[src/rtl/cache_plru_pkg.sv]
// -----------------------------------------------------------------------------
// cache_plru_pkg
// Shared definitions for the 8-way tree-PLRU controller:
//   PLRU_W      - width of one per-set PLRU entry (7 tree bits)
//   WAYS_REP    - width of a way index
//   plru_op_e   - request opcode (TOUCH / FILL / PEEK / CLEAR)
//   flush_st_e  - flush sequencer states
//   plru_t      - one PLRU entry
//   way_t       - one way index
//   plru_update - mark a way as most recently used
//   plru_victim - pick the pseudo-least-recently-used way
//
// Tree layout (bit i of the entry):
//   b0 root (0: ways 0-3 were used last, 1: ways 4-7)
//   b1 inside ways 0-3, b2 inside ways 4-7 (0: lower pair)
//   b3..b6 leaves for pairs 0/1, 2/3, 4/5, 6/7 (1: odd way used last)
// -----------------------------------------------------------------------------
package cache_plru_pkg;

   localparam int PLRU_W   = 7;
   localparam int WAYS_REP = 3;

   typedef enum logic [1:0] {
      OP_TOUCH = 2'b00,
      OP_FILL  = 2'b01,
      OP_PEEK  = 2'b10,
      OP_CLEAR = 2'b11
   } plru_op_e;

   typedef enum logic [0:0] {
      FL_IDLE = 1'b0,
      FL_BUSY = 1'b1
   } flush_st_e;

   typedef logic [PLRU_W-1:0]   plru_t;
   typedef logic [WAYS_REP-1:0] way_t;

   // Point every tree node on the path to w towards w; bits off the path keep
   // their previous value.
   function automatic plru_t plru_update(input plru_t p, input way_t w);
      plru_t r;
      r    = p;
      r[0] = w[2];
      if (w[2] == 1'b0) begin
         r[1] = w[1];
         if (w[1] == 1'b0) begin
            r[3] = w[0];
         end else begin
            r[4] = w[0];
         end
      end else begin
         r[2] = w[1];
         if (w[1] == 1'b0) begin
            r[5] = w[0];
         end else begin
            r[6] = w[0];
         end
      end
      return r;
   endfunction

   // Walk the tree away from the most recently used side at every level.
   function automatic way_t plru_victim(input plru_t p);
      way_t v;
      v[2] = ~p[0];
      if (v[2] == 1'b0) begin
         v[1] = ~p[1];
         v[0] = ~(v[1] ? p[4] : p[3]);
      end else begin
         v[1] = ~p[2];
         v[0] = ~(v[1] ? p[6] : p[5]);
      end
      return v;
   endfunction

endpackage

[src/rtl/plru_victim_sel.sv]
// -----------------------------------------------------------------------------
// plru_victim_sel
// Purely combinational victim finder for one 7-bit tree-PLRU entry. Kept as
// its own block so the cache miss path can instantiate the same logic.
// Ports:
//   plru_i   in  PLRU_W    PLRU entry of the set being looked up
//   victim_o out WAYS_REP  pseudo-least-recently-used way of that set
// -----------------------------------------------------------------------------
module plru_victim_sel
   import cache_plru_pkg::*;
(
   input  logic [PLRU_W-1:0]   plru_i,
   output logic [WAYS_REP-1:0] victim_o
);

   assign victim_o = plru_victim(plru_i);

endmodule

[src/rtl/cache_plru_ctrl.sv]
// -----------------------------------------------------------------------------
// cache_plru_ctrl
// Per-set tree-PLRU state store and controller for an 8-way cache. Requests
// are registered into stage A; stage A reads its set's entry, computes the
// result and commits it (array write + response registers) as soon as the
// response slot is free. One request per cycle, one cycle accept-to-response.
// Ports:
//   clk, rst_n    clock, asynchronous active-low reset
//   req_valid/_ready, req_op, req_set, req_way   request channel
//   flush / flush_busy                           clear-all pulse and its status
//   rsp_valid/_ready, rsp_way, rsp_set, rsp_plru response channel
// -----------------------------------------------------------------------------
module cache_plru_ctrl #(
   parameter int WAYS     = 8,
   parameter int WAYS_REP = 3,
   parameter int SETS     = 64,
   parameter int SET_W    = $clog2(SETS)
) (
   input  logic                              clk,
   input  logic                              rst_n,
   input  logic                              req_valid,
   output logic                              req_ready,
   input  logic [1:0]                        req_op,
   input  logic [SET_W-1:0]                  req_set,
   input  logic [WAYS_REP-1:0]               req_way,
   input  logic                              flush,
   output logic                              flush_busy,
   output logic                              rsp_valid,
   input  logic                              rsp_ready,
   output logic [WAYS_REP-1:0]               rsp_way,
   output logic [SET_W-1:0]                  rsp_set,
   output logic [cache_plru_pkg::PLRU_W-1:0] rsp_plru
);

   import cache_plru_pkg::*;

   // CLEAR reports the highest way, which is the victim of an all-zero entry.
   localparam logic [WAYS_REP-1:0] CLEAR_WAY = WAYS_REP'(WAYS - 1);

   // PLRU storage
   plru_t                plru_q [SETS];

   // Stage A
   logic                 a_valid_q, a_valid_d;
   plru_op_e             a_op_q,    a_op_d;
   logic [SET_W-1:0]     a_set_q,   a_set_d;
   logic [WAYS_REP-1:0]  a_way_q,   a_way_d;

   // Response registers
   logic                 rsp_valid_q, rsp_valid_d;
   logic [WAYS_REP-1:0]  rsp_way_q,   rsp_way_d;
   logic [SET_W-1:0]     rsp_set_q,   rsp_set_d;
   plru_t                rsp_plru_q,  rsp_plru_d;

   // Flush sequencer
   flush_st_e            fl_state_q, fl_state_d;

   // Combinational
   plru_t                cur_plru_s;
   logic [WAYS_REP-1:0]  victim_s;
   plru_t                res_plru_s;
   logic [WAYS_REP-1:0]  res_way_s;
   logic                 commit_s;
   logic                 accept_s;
   logic                 req_ready_s;
   logic                 flush_clear_s;

   // Stage A reads the array flops directly. A commit writes on the same edge
   // that loads the next request, so back-to-back hits to one set see the
   // updated entry without any forwarding path.
   assign cur_plru_s = plru_q[a_set_q];

   plru_victim_sel u_victim_sel (
      .plru_i   (cur_plru_s),
      .victim_o (victim_s)
   );

   // Stage A result: new PLRU entry and returned way for the held operation
   always_comb begin
      res_plru_s = cur_plru_s;
      res_way_s  = victim_s;
      case (a_op_q)
         OP_TOUCH: begin
            res_plru_s = plru_update(cur_plru_s, a_way_q);
            res_way_s  = a_way_q;
         end
         OP_FILL: begin
            res_plru_s = plru_update(cur_plru_s, victim_s);
            res_way_s  = victim_s;
         end
         OP_PEEK: begin
            res_plru_s = cur_plru_s;
            res_way_s  = victim_s;
         end
         OP_CLEAR: begin
            res_plru_s = '0;
            res_way_s  = CLEAR_WAY;
         end
         default: begin
            res_plru_s = cur_plru_s;
            res_way_s  = victim_s;
         end
      endcase
   end

   // Handshake: commit when the response slot is free or being drained.
   // A flush pulse also holds off acceptance so it wins over a same-cycle request.
   always_comb begin
      commit_s    = a_valid_q && (!rsp_valid_q || rsp_ready);
      req_ready_s = (fl_state_q == FL_IDLE) && !flush && (!a_valid_q || commit_s);
      accept_s    = req_valid && req_ready_s;
   end

   // Flush next state: wait for stage A to drain (or commit), then wipe all sets
   always_comb begin
      fl_state_d    = fl_state_q;
      flush_clear_s = 1'b0;
      case (fl_state_q)
         FL_IDLE: begin
            if (flush) begin
               fl_state_d = FL_BUSY;
            end else begin
               fl_state_d = FL_IDLE;
            end
         end
         FL_BUSY: begin
            // A further flush pulse here is absorbed by the ongoing one.
            if (!a_valid_q || commit_s) begin
               flush_clear_s = 1'b1;
               fl_state_d    = FL_IDLE;
            end else begin
               fl_state_d    = FL_BUSY;
            end
         end
         default: begin
            fl_state_d = FL_IDLE;
         end
      endcase
   end

   // Stage A next state: load on accept, empty after commit, else hold
   always_comb begin
      a_valid_d = a_valid_q;
      a_op_d    = a_op_q;
      a_set_d   = a_set_q;
      a_way_d   = a_way_q;
      if (accept_s) begin
         a_valid_d = 1'b1;
         a_op_d    = plru_op_e'(req_op);
         a_set_d   = req_set;
         a_way_d   = req_way;
      end else if (commit_s) begin
         a_valid_d = 1'b0;
      end else begin
         a_valid_d = a_valid_q;
      end
   end

   // Response next state: load on commit, drop valid once consumed, else hold
   always_comb begin
      rsp_valid_d = rsp_valid_q;
      rsp_way_d   = rsp_way_q;
      rsp_set_d   = rsp_set_q;
      rsp_plru_d  = rsp_plru_q;
      if (commit_s) begin
         rsp_valid_d = 1'b1;
         rsp_way_d   = res_way_s;
         rsp_set_d   = a_set_q;
         rsp_plru_d  = res_plru_s;
      end else if (rsp_ready) begin
         rsp_valid_d = 1'b0;
      end else begin
         rsp_valid_d = rsp_valid_q;
      end
   end

   // PLRU array: a flush wipe overrides a commit landing on the same edge
   always_ff @(posedge clk or negedge rst_n) begin
      if (!rst_n) begin
         for (int s = 0; s < SETS; s++) begin
            plru_q[s] <= '0;
         end
      end else if (flush_clear_s) begin
         for (int s = 0; s < SETS; s++) begin
            plru_q[s] <= '0;
         end
      end else if (commit_s) begin
         plru_q[a_set_q] <= res_plru_s;
      end
   end

   // Stage A, response and flush state registers
   always_ff @(posedge clk or negedge rst_n) begin
      if (!rst_n) begin
         a_valid_q   <= 1'b0;
         a_op_q      <= OP_TOUCH;
         a_set_q     <= '0;
         a_way_q     <= '0;
         rsp_valid_q <= 1'b0;
         rsp_way_q   <= '0;
         rsp_set_q   <= '0;
         rsp_plru_q  <= '0;
         fl_state_q  <= FL_IDLE;
      end else begin
         a_valid_q   <= a_valid_d;
         a_op_q      <= a_op_d;
         a_set_q     <= a_set_d;
         a_way_q     <= a_way_d;
         rsp_valid_q <= rsp_valid_d;
         rsp_way_q   <= rsp_way_d;
         rsp_set_q   <= rsp_set_d;
         rsp_plru_q  <= rsp_plru_d;
         fl_state_q  <= fl_state_d;
      end
   end

   assign req_ready  = req_ready_s;
   assign flush_busy = (fl_state_q == FL_BUSY);
   assign rsp_valid  = rsp_valid_q;
   assign rsp_way    = rsp_way_q;
   assign rsp_set    = rsp_set_q;
   assign rsp_plru   = rsp_plru_q;

endmodule

[config.mk]
export PLATFORM = sky130hd
export DESIGN_NAME = cache_plru_ctrl
export DESIGN_NICKNAME = d
export VERILOG_FILES = /design/src/rtl/cache_plru_pkg.sv /design/src/rtl/plru_victim_sel.sv /design/src/rtl/cache_plru_ctrl.sv
export SDC_FILE = /design/constraint.sdc
export NUM_CORES = 1
export LEC_CHECK = 0
export CAP_MARGIN = 10
export CORE_UTILIZATION = 49
export DETAILED_ROUTE_END_ITERATION = 16
export PLACE_DENSITY_LB_ADDON = 0.1
export SYNTH_ARGS = -nofsm -noshare
export SYNTH_HDL_FRONTEND = slang
export SYNTH_HIERARCHICAL = 1
export SYNTH_SLANG_ARGS = --single-unit
[constraint.sdc]
create_clock -name clk -period 5.8 [get_ports clk]
set_input_delay 0.87 -clock clk [delete_from_list [all_inputs] [get_ports clk]]
set_output_delay 0.87 -clock clk [all_outputs]
set_load 0.01 [all_outputs]
Word-level counts from Yosys, hierarchy flattened:

Index checks and enable logic that the tools add are counted.

* register bits: 478
* bits of input ports: 16
* output and inout bits: 19
* word-level logic and storage cells: 138

* order comparisons: 2
* eq/ne operators: 3
* multiplexer cells: 38
* bitwise operators: 7
* reductions and logical operators: 15

Operators by type and width (number)
* $mux W448: 2
* $bwmux W448: 1
* $bmux W7 S6: 1
* $demux W7 S6: 1
* $pmux W7 S4: 1
* $mux W1: 22
* $mux W7: 3
* $mux W2: 5
* $pmux W3 S3: 1
* $ge A7 B7 Y1 const B: 1
* $lt A7 B1 Y1 const B: 1
* $not A6 Y7: 1
* $not A1 Y1: 6
* $reduce_bool A2 Y1: 3
* $logic_and A1 B1 Y1: 5
* $eq A2 B2 Y1 const B: 2
* $logic_not A1 Y1: 3
* $eq A2 B1 Y1 const B: 1
* $logic_not A2 Y1: 1
* $logic_or A1 B1 Y1: 2
* $pmux W1 S2: 1
* $reduce_or A2 Y1: 1

Depth between registers and ports, before layout:

Gate-level depths: netlist (run 1).

* depth in word-level cells: 13
* depth in mapped cells: 25
* depth with buffers taken out: 15

By module:

The synthesis (run 1) kept the hierarchy.

Modules (own cells, without submodules)
* cache_plru_ctrl: times used 1, cells each 2189, area each 22675.5 um^2, seq. area each 11961.5 um^2
* plru_victim_sel: times used 1, cells each 5, area each 48.8 um^2, seq. area each 0.0 um^2

Least setup slack after synthesis (run 1):

OpenSTA, ideal clock, no wires.

* kind: register to register
* start point: reg a_set_q[0]
* end point: reg plru_q[13] (netlist bit)
* setup time: 0.131 ns
* data arrival time: 4.209 ns
* data required time: 5.669 ns
* setup slack: 1.460 ns
* stages on the path, launching flop included: 25
* buffers on the path: 9
* cell sequence: dfrtp_1 buf_4 buf_6 buf_6 buf_6 buf_4 mux2_1 a221oi_1 o22ai_1 a22oi_1 o21ai_0 nor2_1 buf_2 buf_4 inv_1 mux2i_1 mux2_4 nand2b_1 o21ai_0 a21o_1 a31oi_1 a21oi_1 buf_4 clkbuf_1 o21ai_0

* cells in the longest elaborated chain, start to end: 13

Ends and longest elaborated chain
* start: declaration: RTL line cache_plru_ctrl.sv:46 `logic [SET_W-1:0] a_set_q, a_set_d;`
* start signal: assignment: RTL line cache_plru_ctrl.sv:207 `a_set_q <= a_set_d;`
* $not A6 Y7 (not written as such): RTL line cache_plru_ctrl.sv:71 `assign cur_plru_s = plru_q[a_set_q];`
* $bmux W7 S6: RTL line cache_plru_ctrl.sv:71
* $mux W7 (not written as such) (2 in series): RTL line cache_plru_ctrl.sv:71
* named net cur_plru_s[1]: RTL line cache_plru_ctrl.sv:59 `plru_t cur_plru_s;`
* $mux W1: RTL line cache_plru_pkg.sv:68 `v[0] = ~(v[1] ? p[4] : p[3]);`
* $not A1 Y1: RTL line cache_plru_pkg.sv:68
* $mux W2: RTL line cache_plru_pkg.sv:66 `if (v[2] == 1'b0) begin`
* named net victim_s[0]: RTL line cache_plru_ctrl.sv:60 `logic [WAYS_REP-1:0] victim_s;`
* $mux W1: RTL line cache_plru_pkg.sv:53 `if (w[1] == 1'b0) begin`
* $mux W2: RTL line cache_plru_pkg.sv:44 `if (w[2] == 1'b0) begin`
* $pmux W7 S4: RTL line cache_plru_ctrl.sv:82 `case (a_op_q)`
* $bwmux W448: RTL line cache_plru_ctrl.sv:188 `plru_q[a_set_q] <= res_plru_s;`
* $mux W448: RTL line cache_plru_ctrl.sv:187 `end else if (commit_s) begin`
* $mux W448: RTL line cache_plru_ctrl.sv:183 `end else if (flush_clear_s) begin`
* end signal: indexed assignment: RTL line cache_plru_ctrl.sv:188
* end: declaration: RTL line cache_plru_ctrl.sv:41 `plru_t plru_q [SETS];`

The timed path passes the listed nets, and every way through them passes these cells. The select of a mux whose other input is x is not followed.
A chain may end at the register's enable or synchronous reset.

Worst setup path in the final report (run 1):

* start point: reg a_set_q[0]
* end point: reg plru_q[48] (netlist bit)

* cells in the longest elaborated chain, start to end: 13

Ends and longest elaborated chain
* $not A6 Y7 (not written as such): RTL line cache_plru_ctrl.sv:71
* $bmux W7 S6: RTL line cache_plru_ctrl.sv:71
* $mux W7 (not written as such) (2 in series): RTL line cache_plru_ctrl.sv:71
* named net cur_plru_s[2]: RTL line cache_plru_ctrl.sv:59
* $mux W1: RTL line cache_plru_pkg.sv:71 `v[0] = ~(v[1] ? p[6] : p[5]);`
* $not A1 Y1: RTL line cache_plru_pkg.sv:71
* $mux W2: RTL line cache_plru_pkg.sv:66
* named net victim_s[0]: RTL line cache_plru_ctrl.sv:60
* $mux W1: RTL line cache_plru_pkg.sv:53
* $mux W2: RTL line cache_plru_pkg.sv:44
* $pmux W7 S4: RTL line cache_plru_ctrl.sv:82
* $bwmux W448: RTL line cache_plru_ctrl.sv:188
* $mux W448: RTL line cache_plru_ctrl.sv:187
* $mux W448: RTL line cache_plru_ctrl.sv:183

The timed path passes the listed nets, and every way through them passes these cells. The select of a mux whose other input is x is not followed.

==> flow_summary.json, run 1 <==
{
  "status": "finished with violations",
  "violations": "capacitance limit",
  "drive_gt1_share_pct": 13.4,
  "powerDensity_mw_per_mm2": 349,
  "hpwl_um": 55100,
  "maxCapViolations": 1,
  "drv_slew": 0,
  "place.gp.congestion": 0.985,
  "wl_per_cell_um": 30.0,
  "drt-initial-drc-count": 2597,
  "post_cts_buffers": 0,
  "mostFrequentLayoutCell": "dfrtp_1",
  "p_switching_w": 0.00304,
  "synth.avg_cell_area_um2": 10.4,
  "cts_max_level": 2,
  "numCtsBuffers": 51,
  "dieArea_mm2": 0.0472,
  "cts-root-buf": "clkbuf_16",
  "async_reset_ff_share_pct": 100,
  "initial_core_util_pct": 49.9,
  "yosysUniqueCellTypes": 64,
  "path_cells": "buf_4, mux4_2, nand2_1, a21oi_1, a221oi_1, nand4_1, mux2i_1, mux2_4, nand2b_1, o21ai_0, a21o_1, a31oi_1, a21oi_4, buf_12, o21ai_0",
  "startpoint_type": "flip-flop",
  "rr_worst_depth": 15,
  "num_vias": 19600,
  "rows": 78,
  "cts_tree": "yes",
  "path_max_fanout": 39,
  "synth_area_mm2": 0.0227,
  "synth-seq-cells": 478,
  "critPathLaunch": "a_set_q[0]",
  "drc": 0,
  "syn2layout_area_growth_pct": 12.3,
  "fin_crit_sh_pct": 94.2,
  "antenna_found_initial": 1,
  "grt_usage_pct": 36.4,
  "die_w_um": 217,
  "synth_flop_cell": "dfrtp_1",
  "grt_util_met1_pct": 50.9,
  "crit_type": "flip-flop to flip-flop",
  "num_io_pins": 35,
  "nNetsFinal": 2215,
  "cts_resized": 0,
  "wirelength_um": 84900,
  "cp-endpoint": "plru_q[48]",
  "viasPerCell": 6.90,
  "regToRegStartpoint": "a_set_q[0]",
  "critPathMaxStageDelay_ps": 830,
  "path_buf_inv": 2,
  "combPwrFrac_pct": 23.3,
  "tightest_slew_ps": 1480,
  "seq_area_frac_synth_pct": 52.6,
  "yosys.area.top_type": "dfrtp_1",
  "layout_common_cells": "dfrtp_1, nand2_1, o21ai_0, a22oi_1",
  "top_usage_layer": "met2",
  "cts.clk_slew.worst_paths_ps": 60,
  "grt_start_max_net_pins": 157,
  "drt_pass1_iterations": 6,
  "skew_ps": 22.6,
  "min_period_ps": 5470,
  "crit_cells": 15,
  "insertion_delay_ps": 610,
  "worstPathRequired_ps": 6270,
  "maxSlewHeadroom_pct": 0.270,
  "clockBufferDepth": 3,
  "setup_viol": 0,
  "use_met3_pct": 9.80,
  "synth_top_area_share_pct": 52.6,
  "yosys-top-cells-area": "dfrtp_1, nand2_1, o21ai_0",
  "die_height_um": 217,
  "rr_endpoint": "plru_q[48]",
  "postCtsHoldBufs": 0,
  "p_int_w": 0.00588,
  "seqPwrFrac_pct": 40.0,
  "ys_warn_count": 6,
  "place_area_mm2": 0.0239,
  "io_buffers": 34,
  "p_sw_share_pct": 34.1,
  "grt_pass1_vias": 18900,
  "syn_inst": 2194,
  "path_delay_family": "compound AO/OA/AOI/OAI gates",
  "fillCellCount": 3993,
  "antenna_cells": 0,
  "fin_util_pct": 56.0,
  "postRouteAntennaNets": 0,
  "ir_worst_vdd_v": 0.000232,
  "synth_edf_count": 0,
  "leakagePower_nw": 10.7,
  "crit_arrival_ps": 5940,
  "clockPowerShare_pct": 36.7,
  "grt_pass1_wl_um": 127000,
  "reg2reg_setup_slack_ps": 330,
  "critPathMostFrequentCell": "o21ai_0",
  "cp_slowest_cell": "dfrtp_4",
  "met2_usage_pct": 51.8,
  "worstSetupEndpointType": "flip-flop",
  "grt-ovfl-total": 0,
  "cts.sinks": 478,
  "synth_fp_nets": 2214,
  "tns_ps": 0,
  "design_area_mm2": 0.0255,
  "clock.fmax_mhz": 183,
  "hold_path.class": "input port to async pin",
  "rsz0062_at_grt": "no",
  "core-area_mm2": 0.0456,
  "hold_violations": 0
}
-- power by group through the flow --
stage	clock network [W]	logic, W	registers, W
after CTS	0.00331	0.00201	0.00357
after detailed placement	0	0.00200	0.00363
final	0.00327	0.00208	0.00357
after global placement	0	0.00200	0.00362
after floorplan	0	0.00115	0.00354
after global routing	0.00343	0.00215	0.00358
-- stage by stage --
stage	total power, W	hold slack (ps)	instances	setup slack (ps)
6_report	0.00892	256	2833	334
5_1_grt	0.00916	322	2833	115
4_1_cts	0.00888	301	2832	669
3_5_place_dp	0.00563	457	2741	673
3_3_place_gp	0.00562	450	2741	771
2_1_floorplan	0.00470	436	2194	1460
-- worst min path at each step --
stage                            from           to  slack [ps]  cells after the start
after floorplan           plru_q[263]  plru_q[263]         440                      2
after global placement    plru_q[242]  plru_q[242]         450                      2
after detailed placement    plru_q[4]    plru_q[4]         460                      2
after CTS                       rst_n  plru_q[124]         300                      1
after global routing            rst_n  plru_q[145]         320                      1
final                           rst_n  plru_q[145]         260                      1
-- area by class of cell --
cell class | count | area [um^2] | area share (%)
clock inverter | 10 | 115 | 0.451
inverter | 10 | 37.5 | 0.147
multi-input combinational | 1528 | 9960 | 39.0
timing repair buffer | 126 | 1160 | 4.55
clock buffer | 81 | 1530 | 5.99
sequential | 478 | 12000 | 46.9
tap | 600 | 751 | 2.94
-- logic make-up (layout without fill, tap and decap cells) --
family,after synthesis,after routing,synth area share [%]
flops,478,478,52.6
fa+ha+maj,4,4,0.220
simple gates,605,605,10.9
compound gates,762,762,22.3
buf+inv,188,227,4.09
mux,157,157,9.87
-- worst reg2reg max path, delay by kind of cell, from the launching register on --
family                 cells  cell delay (ps)
and+or+nand+nor            3              720
buffers and inverters      2              650
muxes                      3             1080
DFF                        1              830
AOI/OAI and AO/OA          7             2070
-- state kept, by name, summed over array words and instances, names as in the netlist --
name        flops
flush_busy      1
a_valid_q       1
rsp_way         3
a_op_q          2
plru_q        448
rsp_valid       1
a_set_q         6
rsp_set         6
a_way_q         3
rsp_plru        7
-- cells in the mapped netlist (all sizes together) (15+ instances only) --
library cell and n:
o41ai 65, nand2 438, mux2i 56, nand3 20, mux4 48, mux2 53, clkbuf 104, a32oi 15
nor3 15, a22oi 92, buf 74, nor2 81, a21oi 83, dfrtp 478, o31ai 69, a22o 56
a221oi 30, o21ai 281
-- metal layers --
metal	routed length, um	part of all wire, %
met5	13	0.015
met4	4570	5.4
met3	9190	11
met2	36300	43
met1	34800	41
No activity file was read; power rests on OpenSTA's default activity.
==> inputs of run 2 (changes only) <==
Settings changed: SLEW_MARGIN set to 20.
==> run 2 against run 1 <==
The flow now finishes without violations; register-to-register slack gained 210 ps; cell count is essentially flat; sequential power is essentially flat; cell area is essentially flat; global-route usage decreased by 0.21 points; clock power barely moved; worst hold slack gained 14 ps; power up 0.24%.
==> flow_summary.json, run 2 (same netlist as run 1, synthesis figures left out) <==
{
  "antenna_cells": 0,
  "mostFrequentLayoutCell": "dfrtp_1",
  "cts.clk_slew.worst_paths_ps": 60,
  "drc": 0,
  "die_w_um": 217,
  "nNetsFinal": 2212,
  "grt_usage_pct": 36.2,
  "fin_crit_sh_pct": 90.7,
  "post_cts_buffers": 0,
  "path_cells": "buf_4, inv_1, buf_4, mux2i_1, o22a_1, o211ai_1, or4_1, mux2i_1, mux2_4, nand2b_1, o21ai_0, a21o_1, a31oi_1, a21oi_4, buf_12, o21ai_0",
  "cts-root-buf": "clkbuf_16",
  "num_io_pins": 35,
  "crit_arrival_ps": 5770,
  "die_height_um": 217,
  "viasPerCell": 6.89,
  "worstSetupEndpointType": "flip-flop",
  "critPathLaunch": "a_set_q[0]",
  "hpwl_um": 55100,
  "path_max_fanout": 39,
  "drive_gt1_share_pct": 13.5,
  "hold_violations": 0,
  "initial_core_util_pct": 49.9,
  "skew_ps": 26.1,
  "cts.sinks": 478,
  "crit_type": "flip-flop to flip-flop",
  "clockBufferDepth": 3,
  "rows": 78,
  "postCtsHoldBufs": 0,
  "io_buffers": 34,
  "maxCapViolations": 0,
  "fin_util_pct": 56.0,
  "tns_ps": 0,
  "layout_common_cells": "dfrtp_1, nand2_1, o21ai_0, a22oi_1",
  "largest_register_ffs": 448,
  "num_vias": 19500,
  "core-area_mm2": 0.0456,
  "rsz0062_at_grt": "no",
  "fillCellCount": 3962,
  "grt_pass1_vias": 18800,
  "grt_start_max_net_pins": 157,
  "antenna_found_initial": 0,
  "maxSlewHeadroom_pct": 23.6,
  "place.gp.congestion": 0.985,
  "largest_register": "plru_q",
  "insertion_delay_ps": 620,
  "drt-initial-drc-count": 2557,
  "cts_resized": 0,
  "clock.fmax_mhz": 190,
  "grt_pass1_wl_um": 126000,
  "ir_worst_vdd_v": 0.000241,
  "cts_max_level": 2,
  "syn2layout_area_growth_pct": 12.4,
  "min_period_ps": 5260,
  "cp_slowest_cell": "dfrtp_4",
  "status": "completed",
  "numCtsBuffers": 49,
  "hold_path.class": "input port to async pin",
  "startpoint_type": "flip-flop",
  "dieArea_mm2": 0.0472,
  "wl_per_cell_um": 29.8,
  "setup_viol": 0,
  "critPathMaxStageDelay_ps": 720,
  "leakagePower_nw": 10.7,
  "tightest_slew_ps": 1140,
  "drt_pass1_iterations": 7,
  "cts_tree": "yes",
  "powerDensity_mw_per_mm2": 350,
  "drv_slew": 0,
  "wirelength_um": 84500,
  "postRouteAntennaNets": 0,
  "worstPathRequired_ps": 6310,
  "grt-ovfl-total": 0,
  "regToRegStartpoint": "a_set_q[0]"
}
-- run 2: final cells by class --
| cell class | instances | area [um^2] | area share (%) |
|---|---|---|---|
| inverter | 10 | 37.5 | 0.147 |
| clock inverter | 15 | 181 | 0.710 |
| sequential | 478 | 12000 | 46.9 |
| multi-input combinational | 1528 | 9970 | 39.1 |
| timing repair buffer | 125 | 1150 | 4.52 |
| tap | 600 | 751 | 2.94 |
| clock buffer | 76 | 1470 | 5.76 |
-- run 2: routing by layer --
metal  GRT usage [%]  up-vias  part of all wire, %
met5               0        -                    0
li1                -     8148                    -
met1            51.2     9908                   41
met3            8.72      222                   10
met4            16.9        0                  4.9
met2            52.4     1239                   43
-- run 2: critical path: cells and delay by family (launching register included) --
family,cells,cell delay (ps)
AO/OA/AOI/OAI,7,1340
buffers and inverters,4,1220
flip-flops,1,720
multiplexers,3,940
AND/OR/NAND/NOR,2,810
-- run 2: worst paths after layout --
path / end / slack [ps] / cells after the start
max in group asynchronous: a_set_q[0] / 4120 / 2
worst max register to register: plru_q[328] / 540 / 16
worst min register to register: plru_q[242] / 470 / 2
worst max-delay path: plru_q[328] / 540 / 16
worst min-delay path: plru_q[145] / 270 / 1
min in group clk: plru_q[242] / 470 / 2
-- run 2: metrics by stage --
stage               setup WS (ps)  area (um^2)  cells  power, W  hold WS (ps)
floorplan                    1460        22700   2194   0.00470           436
global placement              771        23900   2741   0.00562           450
detailed placement            703        23900   2741   0.00563           457
CTS                           674        25500   2832   0.00889           298
global route                  342        25500   2832   0.00917           324
finish                        539        25500   2832   0.00894           270
-- run 2: power breakdown --
part / internal [W] / switching (W) / leakage (nW)
Clock: 0.00192 / 0.00138 / 0.814
Combinational: 0.000572 / 0.00150 / 3.30
Sequential: 0.00342 / 0.000151 / 6.63
